==> src/rtl/fetch_stage_pkg.sv <==
// fetch_stage_pkg: shared core constants for the fetch stage
package fetch_stage_pkg;
   localparam int CORE_XLEN = 32;
   localparam logic [31:0] DEFAULT_RESET_PC = 32'h0000_0000;
   localparam logic [31:0] NOP_INSTR = 32'h0000_0013;
endpackage

==> src/rtl/if_id_reg.sv <==
// if_id_reg: IF/ID pipeline register with reset/flush/load/hold priority
module if_id_reg
   import fetch_stage_pkg::*;
#(
   parameter int XLEN = CORE_XLEN
) (
   input  logic            clk,
   input  logic            rst,
   input  logic            flush_i,
   input  logic            load_i,
   input  logic [XLEN-1:0] pc_i,
   input  logic [XLEN-1:0] pc_plus4_i,
   input  logic [31:0]     instr_i,
   output logic [XLEN-1:0] pc_o,
   output logic [XLEN-1:0] pc_plus4_o,
   output logic [31:0]     instr_o,
   output logic            valid_o
);
   logic [XLEN-1:0] pc_q, pc_plus4_q;
   logic [31:0]     instr_q;
   logic            valid_q;
   always_ff @(posedge clk) begin
      if (rst || flush_i) begin
         pc_q       <= '0;
         pc_plus4_q <= '0;
         instr_q    <= NOP_INSTR;
         valid_q    <= 1'b0;
      end else if (load_i) begin
         pc_q       <= pc_i;
         pc_plus4_q <= pc_plus4_i;
         instr_q    <= instr_i;
         valid_q    <= 1'b1;
      end
   end
   assign pc_o       = pc_q;
   assign pc_plus4_o = pc_plus4_q;
   assign instr_o    = instr_q;
   assign valid_o    = valid_q;
endmodule

==> src/rtl/fetch_stage.sv <==
// fetch_stage: PC register, next-PC select and IF/ID register of the RISC-V core
module fetch_stage
   import fetch_stage_pkg::*;
#(
   parameter int              XLEN     = CORE_XLEN,
   parameter logic [XLEN-1:0] RESET_PC = XLEN'(DEFAULT_RESET_PC)
) (
   input  logic            clk,
   input  logic            rst,
   input  logic            PCUpdateEnable,
   input  logic            IF_ID_UpdateEnable,
   input  logic            branchTaken,
   input  logic [XLEN-1:0] branchTarget,
   output logic [XLEN-1:0] imemAddr,
   input  logic [31:0]     imemData,
   output logic [XLEN-1:0] pc_IF_ID,
   output logic [XLEN-1:0] pcPlus4_IF_ID,
   output logic [31:0]     instr_IF_ID,
   output logic            valid_IF_ID
);
   logic [XLEN-1:0] pc_q, pc_d, pc_plus4;
   logic            unused_tgt_lsbs;
   assign unused_tgt_lsbs = ^branchTarget[1:0];
   assign pc_plus4 = pc_q + XLEN'(4);
   // Redirect beats the stall enable: the branch in EX is older than the stalled pair
   always_comb pc_d = branchTaken ? {branchTarget[XLEN-1:2], 2'b00} : PCUpdateEnable ? pc_plus4 : pc_q;
   always_ff @(posedge clk) pc_q <= rst ? RESET_PC : pc_d;
   assign imemAddr = pc_q;
   if_id_reg #(.XLEN(XLEN)) u_if_id (
      .clk       (clk),
      .rst       (rst),
      .flush_i   (branchTaken),
      .load_i    (IF_ID_UpdateEnable),
      .pc_i      (pc_q),
      .pc_plus4_i(pc_plus4),
      .instr_i   (imemData),
      .pc_o      (pc_IF_ID),
      .pc_plus4_o(pcPlus4_IF_ID),
      .instr_o   (instr_IF_ID),
      .valid_o   (valid_IF_ID)
   );
endmodule
==> config.mk <==
export PLATFORM = sky130hd
export DESIGN_NAME = fetch_stage
export DESIGN_NICKNAME = d
export VERILOG_FILES = /design/src/rtl/fetch_stage_pkg.sv /design/src/rtl/if_id_reg.sv /design/src/rtl/fetch_stage.sv
export SDC_FILE = /design/constraint.sdc
export NUM_CORES = 1
export LEC_CHECK = 0
export ABC_AREA = 1
export BUFFER_PORTS_ARGS = -buffer_cell sky130_fd_sc_hd__buf_2
export CORE_MARGIN = 10
export CORE_UTILIZATION = 40
export DETAILED_ROUTE_END_ITERATION = 16
export GPL_ROUTABILITY_DRIVEN = 0
export PLACE_DENSITY = 0.67
export SYNTH_ARGS = -nofsm -noshare
export SYNTH_HDL_FRONTEND = slang
export SYNTH_SLANG_ARGS = --single-unit
export TNS_END_PERCENT = 100
==> constraint.sdc <==
create_clock -name clk -period 1.8 [get_ports clk]
set_input_delay 0.09 -clock clk [delete_from_list [all_inputs] [get_ports clk]]
set_output_delay 0.09 -clock clk [all_outputs]
set_load 0.02 [all_outputs]
-- Word level (Yosys, flattened, before mapping)
Index checks and enable logic that the tools add are counted.
- bits in registers: 129
- input port bits: 69
- output and inout bits: 129
- word-level logic and storage cells: 12
- add/sub/neg operators: 1
- multiplexer cells: 2
- reductions and logical operators: 3
- operator list (kind ; count):
    2-to-1 mux 32 bit ; 2
    adder 32 x 3 -> 32 bit, second input constant ; 1
    nonzero test 2 bit ; 1
    OR reduction 2 bit ; 1
    logical OR 1 bit ; 1

-- Longest topological paths before layout
- depth after elaboration: 3
- gate-level depth with buffers: 10
- mapped depth without buffers: 10

-- Modules after synthesis
From an unflattened synthesis, not the netlist that was laid out.
- cells, all modules: 927
- area, all modules: 6059.6 um2
- modules (own cells, without submodules) (module ; instances ; cells an instance ; area an instance (um2) ; sequential area each (um2)):
    if_id_reg ; 1 ; 605 ; 3923.8 ; 1941.9
    fetch_stage ; 1 ; 322 ; 2135.8 ; 600.6

-- Worst setup path before layout
No wires, ideal clock.
- path type: register to register
- start point: register pc_q[3], in the netlist imemAddr[3]
- end point: register u_if_id.pc_plus4_q[26], in the netlist u_if_id.pc_plus4_o[26]
- library setup time: 0.115 ns
- arrival time: 1.561 ns
- required time: 1.685 ns
- slack: 0.124 ns
- stages on the path, launching flop included: 11
- buffers on the path: 0
- clock period less this slack: 1.676 ns
- cell sequence: dfxtp_1 > ha_1 > nand2_2 > nor2_4 > nand2_4 > nor2_4 > nand2_1 > nand2_1 > nand2_1 > o21ai_0 > inv_1
- word-level cells in the longest chain between the ends: 1
- ends and longest elaborated chain (item ; line ; RTL):
    start: declaration ; fetch_stage.sv:21 ; logic [XLEN-1:0] pc_q, pc_d, pc_plus4;
    start signal: assignment ; fetch_stage.sv:27 ; always_ff @(posedge clk) pc_q <= rst ? RESET_PC : pc_d;
    adder 32 x 3 -> 32 bit ; fetch_stage.sv:24 ; assign pc_plus4 = pc_q + XLEN'(4);
    end signal: assignment ; if_id_reg.sv:30 ; pc_plus4_q <= pc_plus4_i;
    end: declaration ; if_id_reg.sv:19 ; logic [XLEN-1:0] pc_q, pc_plus4_q;
Every way passes these cells.
A chain may end at the register's enable or synchronous reset.

-- Final worst setup path
- start point: register pc_q[2], in the netlist imemAddr[2]
- end point: register u_if_id.pc_plus4_q[26], in the netlist u_if_id.pc_plus4_o[26]
Same word-level chain as after synthesis.

==> flow_summary.toml <==
[run_status]
status = "complete, no violations"

[sta]
fmax_ghz = 0.631
drv_slew = 0
fin_crit_ps = 1580
finalHoldViolCount = 0
setup_viol = 0
hold_slack_ps = 30.5
finalWorstSetupSlack_ps = 216
grt_setup_unrepaired = "no"
setup_tns_ps = 0
fin_crit_sh_pct = 88.0
fin_worst_skew_ps = 9.27

[logic_synthesis]
syn-instance-count = 737
yosys.area_share.simple_pct = 27.3
syn-mean-instance-area_um2 = 7.22
synth_compound_gate_area_share_pct = 16.0
synthAdderAreaFrac_pct = 0.235
ys_top_cells_by_area = "dfxtp_1 (46%), nand2_1 (16%), a21oi_1 (7.9%), nor2_1 (5.6%), o21ai_0 (3.4%)"
synth_xor_area_share_pct = 2.75
muxShareOfSynthArea_pct = 0
ys_types = 28
yosys_warnings = 0
synth_seq_cells = 123
post_synth_instance_area_mm2 = 0.00532
synth_top_cell_area_share_pct = 46.3
synth_top_family_by_area = "simple AND/OR/NAND/NOR gates"
seq_area_frac_synth_pct = 46.3
synth_top_cell_by_area = "dfxtp_1"

[critical_path]
slowest_delay_ps = 330
cp-start-kind = "flop"
cp.required_ps = 2120
cp-end-kind = "flop"
cp_num_buf_inv = 1
path_class = "flop to flop"
worstPathArrival_ps = 1900
timing.critical_path.mode_cell = "nand2_1"
crit_path_top_delay_cell = "dfxtp_1"
crit_chain = "ha_1 > nand2_2 > nor2_4 > nand2_4 > nor2_4 > nand2_1 > nand2_1 > nand2_1 > o21ai_0 > inv_1"
cp_top_family = "simple AND/OR/NAND/NOR gates"
cp_max_fo = 5

[global_route]
grt_first_pass_wirelength_mm = 28.4
grt.overflow.total = 0
grt_max_degree = 78
grt_pass1_vias = 5432
grtUsageTotal_pct = 19.4
antenna_found_initial = 1

[clocking]
clk_pin_slew_ps = 60
h-tree-depth = 4
cts_made_buffers = 17
cts_tree = "yes"
post-cts-setup-buffers = 0
clk_latency_ps = 420
cts.sinks = 123
cts-root-buf = "clkbuf_16"
clock_path_buffers = 2

[power_and_ir_drop]
p_leak_nw = 3.65
max-vdd-ir-drop_uv = 635
total_power_mw = 7.08
power_density_mw_per_mm2 = 922

[routing]
wirelength_mm = 17.9
dr_wl_met2_mm = 8.39
drc = 0
wl_met3_mm = 1.45
routed_via_density = 4.75
wire_per_inst_um = 15.2
via_count = 5584
postRouteAntennaNets = 0
topRoutingLayerUsed = "met4"
drtIter0Drc = 390
wl_met1_mm = 7.78
dr.pass1.iters = 6

[cells_and_area]
final_util_pct = 58.4
finalNonFillerCells = 1175
fill_cells = 1223
multiInputGateArea_mm2 = 0.00249
fin_nets = 1055
area_growth_pct = 44.3
drive_above_1_share_pct = 27.0
finalInstanceArea_mm2 = 0.00767
final_common_cell = "nand2_1"
final_cell_mix = "nand2_1 (225), buf_2 (188), dfxtp_1 (122)"
seqCellArea_mm2 = 0.00246

[floorplanning]
row_count = 42
io_pins = 198
fp.coreArea_mm2 = 0.0131
die_h_um = 135
start_util_pct = 40.5
dieArea_mm2 = 0.0183
die_w_um = 135

[placement]
postPlaceCellArea_mm2 = 0.00650
numPortBuffers = 189
place_ws_ps = 170
hpwl_mm = 12.3
dp.cells = 1082

[run]
maxCapViolations = 0

[worst_hold_path]
hold_path.class = "input port to flop"
## metal layers
metal / global-route usage [%] / vias up
li1: - / 2843
met1: 23.7 / 2539
met2: 30.8 / 181
met3: 7.16 / 21
met4: 6.58 / 0
met5: 0 / -
## sequential cells by signal, summed over array words and instances, names as in the netlist
| register | count |
|---|---|
| u_if_id.pc_o | 30 |
| u_if_id.pc_plus4_o | 30 |
| u_if_id.instr_o | 32 |
| imemAddr | 30 |
| u_if_id.valid_o | 1 |
## power by group
group / switching, mW / internal (mW) / total [mW]
Clock: 1.24 / 2.04 / 3.27
Sequential: 0.0831 / 2.83 / 2.91
Combinational: 0.530 / 0.362 / 0.892
## synthesized netlist by cell type (all sizes together)
library cell,n
xor2,11
xnor2,4
buf,13
and2,3
conb,1
nor2,91
a31o,2
ha,1
inv,47
a21oi,84
dlygate4sd1,1
a31oi,7
nand3,16
dfxtp,123
a21o,2
o21ai,39
a22oi,21
nand3b,4
clkbuf,34
nand2,233
## logic make-up after synthesis
group / after synthesis
simple gates: 347
compound gates: 155
flops: 123
buf+inv: 95
xor+xnor: 15
fa+ha+maj: 1
other cells: 1
## worst paths after layout
| path | cells past startpoint | slack (ps) | startpoint | to |
|---|---|---|---|---|
| worst max-delay path | 10 | 220 | imemAddr[2] | u_if_id.pc_plus4_o[26] |
| worst max register to register | 10 | 220 | imemAddr[2] | u_if_id.pc_plus4_o[26] |
| worst min register to register | 2 | 460 | u_if_id.instr_o[4] | u_if_id.instr_o[4] |
| worst min-delay path | 4 | 30 | branchTarget[3] | imemAddr[3] |
## cell type report
| type | instances | share of cell area [%] |
|---|---|---|
| Sequential cell | 123 | 32.1 |
| Clock buffer | 22 | 5.79 |
| Clock inverter | 10 | 1.57 |
| Timing Repair Buffer | 272 | 22.9 |
| Antenna cell | 1 | 0.0326 |
| Inverter | 47 | 2.30 |
| Tap cell | 176 | 2.87 |
| Multi-Input combinational cell | 524 | 32.4 |
## worst register-to-register path: stages, from the launching register on
cell	delay, ps
dfxtp_1	330
ha_1	200
nand2_2	80
nor2_4	160
nand2_4	120
nor2_4	210
nand2_1	70
nand2_1	60
nand2_1	60
o21ai_0	140
inv_1	50
## timing repair
item                       CTS  global route
hold buffers                60             0
setup endpoints to repair    0             3
hold endpoints to repair    60             0
resized for setup            0             2
No activity file was read; power rests on OpenSTA's default activity.
